### src/rtl/output_row_writer.sv
// Packs convolution result pixels into 16-bit words and writes them to the output SRAM.
// Partial words are flushed at row ends, and a terminator word follows the last row.
module output_row_writer #(
  parameter int          PIX_W        = 8,
  parameter int          PIX_PER_WORD = 2,
  parameter logic [11:0] BASE_ADDR    = 12'h000,
  parameter logic [15:0] TERM_WORD    = 16'h00FF
) (
  input  logic             clk,
  input  logic             reset_b,
  input  logic             start,
  input  logic             pix_valid,
  input  logic [PIX_W-1:0] pix_data,
  input  logic             row_end,
  input  logic             frame_end,
  output logic [11:0]      dut_sram_write_address,
  output logic [15:0]      dut_sram_write_data,
  output logic             dut_sram_write_enable,
  output logic             busy,
  output logic             done,
  output logic             addr_wrap_err,
  output logic [2:0]       state_dbg
);

  // Handshake: there is no backpressure. A pixel is accepted in any ACTIVE cycle with
  // pix_valid=1, and each cycle with dut_sram_write_enable=1 carries exactly one word.

  typedef enum logic [2:0] {
    S_IDLE   = 3'd0,
    S_ACTIVE = 3'd1,
    S_FLUSH  = 3'd2,
    S_TERM   = 3'd3,
    S_DONE   = 3'd4
  } state_t;

  localparam int            LW    = $clog2(PIX_PER_WORD) + 1;
  localparam logic [LW-1:0] LANES = LW'(PIX_PER_WORD);

  state_t        state_q, state_n;
  logic [LW-1:0] lane_cnt, lane_n, lane_sum;
  logic [15:0]   pack_reg, pack_n, pack_in;
  logic [11:0]   addr_ptr, ptr_n;
  logic [11:0]   wr_addr_n;
  logic [15:0]   wr_data_n;
  logic          wr_n, err_n, done_n;
  logic          take_pix, word_full, flush_req;

  assign state_dbg = state_q;

  always_ff @(posedge clk or posedge reset_b) begin
    if (reset_b) state_q <= S_IDLE;
    else         state_q <= state_n;
  end

  always_comb begin
    state_n = state_q;
    case (state_q)
      S_IDLE:   if (start) state_n = S_ACTIVE;
      S_ACTIVE: if (frame_end) state_n = S_FLUSH;
      S_FLUSH:  state_n = S_TERM;
      S_TERM:   state_n = S_DONE;
      S_DONE:   state_n = S_IDLE;
      default:  state_n = S_IDLE;
    endcase
  end

  // The pixel arriving with row_end/frame_end is merged before the flush decision.
  always_comb begin
    take_pix = (state_q == S_ACTIVE) && pix_valid;
    pack_in  = pack_reg;
    if (take_pix) pack_in[lane_cnt*PIX_W +: PIX_W] = pix_data;
    lane_sum  = lane_cnt + LW'(take_pix);
    word_full = (lane_sum == LANES);
    flush_req = (row_end || frame_end) && (lane_sum != '0);
  end

  always_comb begin
    lane_n    = lane_cnt;
    pack_n    = pack_reg;
    ptr_n     = addr_ptr;
    err_n     = addr_wrap_err;
    wr_n      = 1'b0;
    wr_data_n = dut_sram_write_data;
    wr_addr_n = dut_sram_write_address;
    done_n    = 1'b0;
    case (state_q)
      S_IDLE: begin
        if (start) begin
          ptr_n  = BASE_ADDR;
          lane_n = '0;
          pack_n = '0;
          err_n  = 1'b0;
        end
      end
      S_ACTIVE: begin
        if (word_full || flush_req) begin
          wr_n      = 1'b1;
          wr_data_n = pack_in;
          wr_addr_n = addr_ptr;
          ptr_n     = addr_ptr + 12'd1;
          lane_n    = '0;
          pack_n    = '0;
          if (addr_ptr == 12'hFFF) err_n = 1'b1;
        end else begin
          lane_n = lane_sum;
          pack_n = pack_in;
        end
      end
      // Terminator goes to the next free address; the pointer is not advanced past it.
      S_FLUSH: begin
        wr_n      = 1'b1;
        wr_data_n = TERM_WORD;
        wr_addr_n = addr_ptr;
      end
      S_TERM:  done_n = 1'b1;
      default: ;
    endcase
  end

  always_ff @(posedge clk or posedge reset_b) begin
    if (reset_b) begin
      lane_cnt               <= '0;
      pack_reg               <= '0;
      addr_ptr               <= BASE_ADDR;
      addr_wrap_err          <= 1'b0;
      dut_sram_write_enable  <= 1'b0;
      dut_sram_write_data    <= '0;
      dut_sram_write_address <= BASE_ADDR;
      busy                   <= 1'b0;
      done                   <= 1'b0;
    end else begin
      lane_cnt               <= lane_n;
      pack_reg               <= pack_n;
      addr_ptr               <= ptr_n;
      addr_wrap_err          <= err_n;
      dut_sram_write_enable  <= wr_n;
      dut_sram_write_data    <= wr_data_n;
      dut_sram_write_address <= wr_addr_n;
      busy                   <= (state_n != S_IDLE);
      done                   <= done_n;
    end
  end

endmodule

### config.mk
export PLATFORM = sky130hd
export DESIGN_NAME = output_row_writer
export DESIGN_NICKNAME = d
export VERILOG_FILES = /design/src/rtl/output_row_writer.sv
export SDC_FILE = /design/constraint.sdc
export NUM_CORES = 1
export LEC_CHECK = 0
export ABC_AREA = 0
export BUFFER_PORTS_ARGS = -buffer_cell sky130_fd_sc_hd__buf_4
export CELL_PAD_IN_SITES_DETAIL_PLACEMENT = 1
export CELL_PAD_IN_SITES_GLOBAL_PLACEMENT = 2
export CORE_UTILIZATION = 25
export CTS_CLUSTER_DIAMETER = 200
export DETAILED_ROUTE_END_ITERATION = 10
export GPL_TIMING_DRIVEN = 0
export PLACE_DENSITY = 0.69
export SLEW_MARGIN = 25
export SYNTH_ARGS = -nofsm -noshare
export SYNTH_HDL_FRONTEND = slang
export SYNTH_SLANG_ARGS = --single-unit
export TNS_END_PERCENT = 30
### constraint.sdc
create_clock -name clk -period 2.8 [get_ports clk]
set_input_delay 0.28 -clock clk [delete_from_list [all_inputs] [get_ports clk]]
set_output_delay 0.28 -clock clk [all_outputs]
set_load 0.1 [all_outputs]
==> impl_metrics.tcl, run 1 <==
set metrics [dict create \
    cts_tree "built" \
    firstDrtPassIters 7 \
    worst_setup_path_end_kind "register" \
    cts.clk_slew.worst_paths_ns 0.06 \
    die_w_um 112 \
    fin_crit_ns 2.70 \
    grt.total_usage 0.147 \
    yosysTopAreaCell "dfrtp_1" \
    ys_warn_count 0 \
    cts_buffers 9 \
    fin_crit_sh 0.964 \
    area_growth_pct 33.3 \
    final_common_cell "dfrtp_1" \
    min-delay-start "pix_data[6]" \
    setup_viol 0 \
    final_util 0.347 \
    required_ns 3.02 \
    cp_max_fo 10 \
    multiInputGateArea_um2 1340 \
    rsz0062_at_grt "no" \
    reg2reg_slack_ns 0.10 \
    peakVddDrop_v 0.000368 \
    fin_area_um2 4010 \
    core_region_area_um2 11600 \
    placed_area_um2 3610 \
    port_buffers 48 \
    dieArea_um2 12500 \
    instances_no_fill 471 \
    fmax_ghz 0.370 \
    clock_latency_ns 0.34 \
    synth_area_um2 3010 \
    fin_skew_ns 0.00857 \
    drtAntennaViolNets 0 \
    cellPowerDensity_nw_per_um2 1050 \
    grt_max_degree 35 \
    hold_viol 0 \
    worst-setup-path-type "reg -> reg" \
    post_route_cells_drive_above_1_share 0.320 \
    total_power_mw 4.22 \
    drc 4 \
    cts_buffer_depth 2 \
    vias_per_cell 5.07 \
    maxCapViolations 0 \
    initial_utilization 0.260 \
    setup_slack_ns 0.100 \
    num_io_pins 49 \
    hp-class "in -> reg" \
    finalNetCount 342 \
    worstPathArrival_ns 2.92 \
    whs_ns 0.201 \
    finalWirelength_mm 8.31 \
    diodes 0 \
    slew_violations 0 \
    netlist.area_leader.share 0.540 \
    dp_hpwl_mm 5.74 \
    grt_antenna_before_repair 0 \
    violations "design-rule violations" \
    wl_per_cell_um 17.6 \
    cts_root_buffer "clkbuf_16" \
    min_to "pack_reg[14]$_DFFE_PP0P_" \
    yosys-top-cells-area "dfrtp_1 (54%), a22o_1 (3.2%), a2bb2oi_1 (2.3%)" \
    drt_iter0_markers 117 \
    ys_seq_area_frac 0.540 \
    tightestPinTransition_ns 0.679 \
    gp_congestion 0.725 \
    synth_cell_types 53 \
    reg2reg_depth 11 \
    final_cell_mix "dfrtp_1 (62), buf_4 (56), nand2_1 (15), a22o_1 (11)" \
    seqCellArea_um2 1630 \
    die_h_um 112 \
    setup_tns_ns 0 \
    place_inst 446 \
    first_global_vias 2583 \
    synth_nets 273 \
    nFillCells 1262 \
    h-tree-depth 3 \
    run_status "complete, but fails checks" \
    leakagePower_nw 1.85 \
    vias 2387 \
    rows 39 \
    reg2reg_to "dut_sram_write_address[9]$_DFFE_PP0P_" \
    overflow 0 \
    grt_pass1_wl_mm 14.0 \
    pre_cts_slack_ns -0.0741 \
    cts.sinks 65 \
    synth.avg_cell_area_um2 11.9 \
    start_kind "register" \
    slew-limit-headroom 0.544 \
    r2r_start "state_dbg[0]$_DFF_PP0_" \
    ys_seq_elements 65 \
    synthCells 254 \
    whs_path_depth 2 \
]
## where the power goes
group,switching (mW),internal [mW]
Combinational,1.31,0.609
Sequential,0.0917,1.09
Clock,0.405,0.711
Total,1.81,2.41
## layout make-up
cell class	instances	area share
clock buffers	13	0.0624
clock inverters	3	0.00998
repair buffers	58	0.115
inverters	6	0.00624
well taps	143	0.0446
flip-flops and latches	65	0.406
multi-input cells	171	0.334
plain buffers	12	0.0212
## cells in the mapped netlist (all sizes together)
library cell / count
a31oi: 8
a211o: 4
o211ai: 4
nand3b: 1
or4b: 1
nand4b: 1
a2bb2oi: 9
nor4: 2
a21boi: 8
xor2: 1
clkbuf: 2
and2: 2
o21a: 1
xnor2: 1
nand4: 4
mux2: 13
nand2b: 2
o21ai: 14
or2: 1
ha: 5
nor2: 11
inv: 6
a22oi: 8
a21oi: 3
o211a: 1
nor4b: 1
dfrtp: 65
o22a: 1
nand2: 15
a41oi: 3
nand3: 3
a22o: 11
o2bb2ai: 8
buf: 10
and4: 1
a21o: 3
or3b: 1
nor3: 9
nand4bb: 1
nor3b: 4
and3: 5
## critical path, stage by stage (launching register included)
cell,delay [ns]
dfrtp_2,0.43
buf_6,0.15
nand4bb_4,0.12
inv_1,0.08
buf_4,0.19
ha_4,0.31
or3b_4,0.40
o211a_4,0.18
nor2_8,0.18
inv_2,0.10
buf_6,0.15
mux2_4,0.29
## metal layers
| layer | global-route usage | routed length, um | up-vias |
|---|---|---|---|
| li1 | - | - | 1105 |
| met1 | 0.188 | 3810 | 1228 |
| met2 | 0.237 | 4010 | 44 |
| met3 | 0.0408 | 357 | 10 |
| met4 | 0.0568 | 131 | 0 |
| met5 | 0 | 0 | - |
## how the worst max path moves through the flow
stage                                 startpoint                                     to  slack [ns]
after floorplan           state_dbg[2]$_DFF_PP0_  dut_sram_write_address[9]$_DFFE_PP0P_        0.04
final                     state_dbg[0]$_DFF_PP0_  dut_sram_write_address[9]$_DFFE_PP0P_        0.10
after detailed placement  state_dbg[0]$_DFF_PP0_                addr_ptr[2]$_DFFE_PP0P_       -0.07
after global routing      state_dbg[0]$_DFF_PP0_  dut_sram_write_address[9]$_DFFE_PP0P_       0.007
after global placement                   reset_b                 state_dbg[0]$_DFF_PP0_       -0.31
after CTS                 state_dbg[0]$_DFF_PP0_                pack_reg[8]$_DFFE_PP0P_        0.01
## cell families (layout without fill, tap and decap cells)
family,Yosys count,count (layout),synth area share
DFF,65,65,0.540
AOI/OAI and AO/OA,86,86,0.224
buffers and inverters,18,92,0.0303
xor gates and xnor gates,2,2,0.00582
muxes,13,13,0.0499
adders and majority gates,5,5,0.0208
and+or+nand+nor,65,65,0.129
## what timing repair did
item | CTS | global route
setup buffers | 0 | 8
endpoints found under the setup margin | 8 | 18
cloned | 0 | 0
pin swaps | 0 | 3
hold buffers | 1 | 0
gates resized for setup | 2 | 5
endpoints found under the hold margin | 33 | 0
Note: power is estimated with default switching activity, not from simulation.
==> inputs of run 2 (changes only) <==
--- a/config.mk
+++ b/config.mk
@@ -10,6 +10,7 @@
 export CELL_PAD_IN_SITES_DETAIL_PLACEMENT = 1
 export CELL_PAD_IN_SITES_GLOBAL_PLACEMENT = 2
 export CORE_UTILIZATION = 25
+export CTS_BUF_LIST = sky130_fd_sc_hd__clkbuf_8
 export CTS_CLUSTER_DIAMETER = 200
 export DETAILED_ROUTE_END_ITERATION = 10
 export GPL_TIMING_DRIVEN = 0
==> impl_metrics.tcl, run 2 (synthesis gave the netlist of run 1 again) <==
set metrics [dict create \
    run_status "complete, but fails checks" \
    violations "design-rule violations" \
    overflow 0 \
    setup_tns_ns 0 \
    cp_max_fo 10 \
    grt_max_degree 35 \
    cts_buffers 9 \
    finalWirelength_mm 8.26 \
    first_global_vias 2585 \
    drt_iter0_markers 132 \
    whs_ns 0.185 \
    leakagePower_nw 1.82 \
    cellPowerDensity_nw_per_um2 994 \
    tightestPinTransition_ns 0.671 \
    h-tree-depth 3 \
    worst_setup_path_end_kind "register" \
    fin_crit_ns 2.69 \
    rsz0062_at_grt "no" \
    diodes 0 \
    cts_root_buffer "clkbuf_8" \
    firstDrtPassIters 7 \
    rows 39 \
    initial_utilization 0.260 \
    fin_skew_ns 0.0108 \
    finalNetCount 342 \
    gp_congestion 0.725 \
    port_buffers 48 \
    drtAntennaViolNets 0 \
    wl_per_cell_um 17.5 \
    cts_buffer_depth 2 \
    slew-limit-headroom 0.549 \
    final_util 0.338 \
    place_inst 446 \
    dp_hpwl_mm 5.74 \
    hp-class "in -> reg" \
    instances_no_fill 471 \
    area_growth_pct 29.9 \
    maxCapViolations 0 \
    num_io_pins 49 \
    dieArea_um2 12500 \
    vias_per_cell 5.09 \
    drc 4 \
    post_route_cells_drive_above_1_share 0.320 \
    vias 2396 \
    grt_pass1_wl_mm 13.9 \
    setup_viol 0 \
    grt.total_usage 0.145 \
    worstPathArrival_ns 2.93 \
    cts.clk_slew.worst_paths_ns 0.07 \
    cts.sinks 65 \
    final_common_cell "dfrtp_1" \
    required_ns 3.04 \
    die_w_um 112 \
    core_region_area_um2 11600 \
    peakVddDrop_v 0.000478 \
    cts_tree "built" \
    worst-setup-path-type "reg -> reg" \
    grt_antenna_before_repair 0 \
    die_h_um 112 \
    total_power_mw 3.89 \
    clock_latency_ns 0.35 \
    final_cell_mix "dfrtp_1 (62), buf_4 (56), nand2_1 (15), a22o_1 (11)" \
    start_kind "register" \
    fin_crit_sh 0.961 \
    fmax_ghz 0.371 \
    slew_violations 0 \
    hold_viol 0 \
    nFillCells 1269 \
]
run 2: changes by cell type in the layout (fill, tap and decap cells not counted):
cell / change
clkbuf_1: -3
clkbuf_8: +9
inv_1: +3
clkbuf_16: -9
run 2: worst paths after layout:
path	start	cells past startpoint	to	slack, ns
max	state_dbg[0]$_DFF_PP0_	11	dut_sram_write_address[9]$_DFFE_PP0P_	0.11
min	pix_data[6]	2	pack_reg[14]$_DFFE_PP0P_	0.19
max reg2reg	state_dbg[0]$_DFF_PP0_	11	dut_sram_write_address[9]$_DFFE_PP0P_	0.11
min reg2reg	pack_reg[2]$_DFFE_PP0P_	2	pack_reg[2]$_DFFE_PP0P_	0.48
max in group asynchronous	reset_b	4	state_dbg[1]$_DFF_PP0_	1.75
min in group asynchronous	reset_b	3	dut_sram_write_data[6]$_DFFE_PP0P_	0.51
run 2: worst max-delay path, cell delays in order (launching register included):
cell       delay, ns
dfrtp_2         0.43
buf_6           0.15
nand4bb_4       0.12
inv_1           0.08
buf_4           0.18
ha_4            0.30
or3b_4          0.40
o211a_4         0.18
nor2_8          0.18
inv_2           0.10
buf_6           0.15
mux2_4          0.29
run 2: layer usage:
layer  vias up  wire length (um)  global-route usage
met3         9               382              0.0376
met2        48              4030               0.236
met5         -                 0                   0
met1      1232              3730               0.186
met4         0               116              0.0514
li1       1107                 -                   -
run 2: through the flow:
stage                     cell area (um2)  setup WS, ns
after floorplan                      3050        0.0430
after global placement               3590        -0.308
after detailed placement             3610       -0.0741
after CTS                            3820        0.0180
after global routing                 3910        0.0152
final                                3910         0.108
run 2: area by class of cell:
class,count,area [um2],share of cell area
Clock inverter,6,51.3,0.0131
Inverter,6,25.0,0.00640
Tap cell,143,179,0.0458
Clock buffer,10,138,0.0352
Buffer,12,85.1,0.0218
Multi-Input combinational cell,171,1340,0.342
Sequential cell,65,1630,0.417
Timing Repair Buffer,58,463,0.118
run 2: report_power, final:
part / leakage, nW / internal (mW) / switching, mW
Clock: 0.110 / 0.423 / 0.366
Sequential: 0.862 / 1.09 / 0.0899
Combinational: 0.848 / 0.609 / 1.31
run 2: repair_timing:
action	in CTS	in global routing
pin swaps	0	3
setup buffers	0	8
endpoints found under the setup margin	7	18
hold buffers	1	0
gates resized for setup	2	5
hold endpoints to repair	33	0
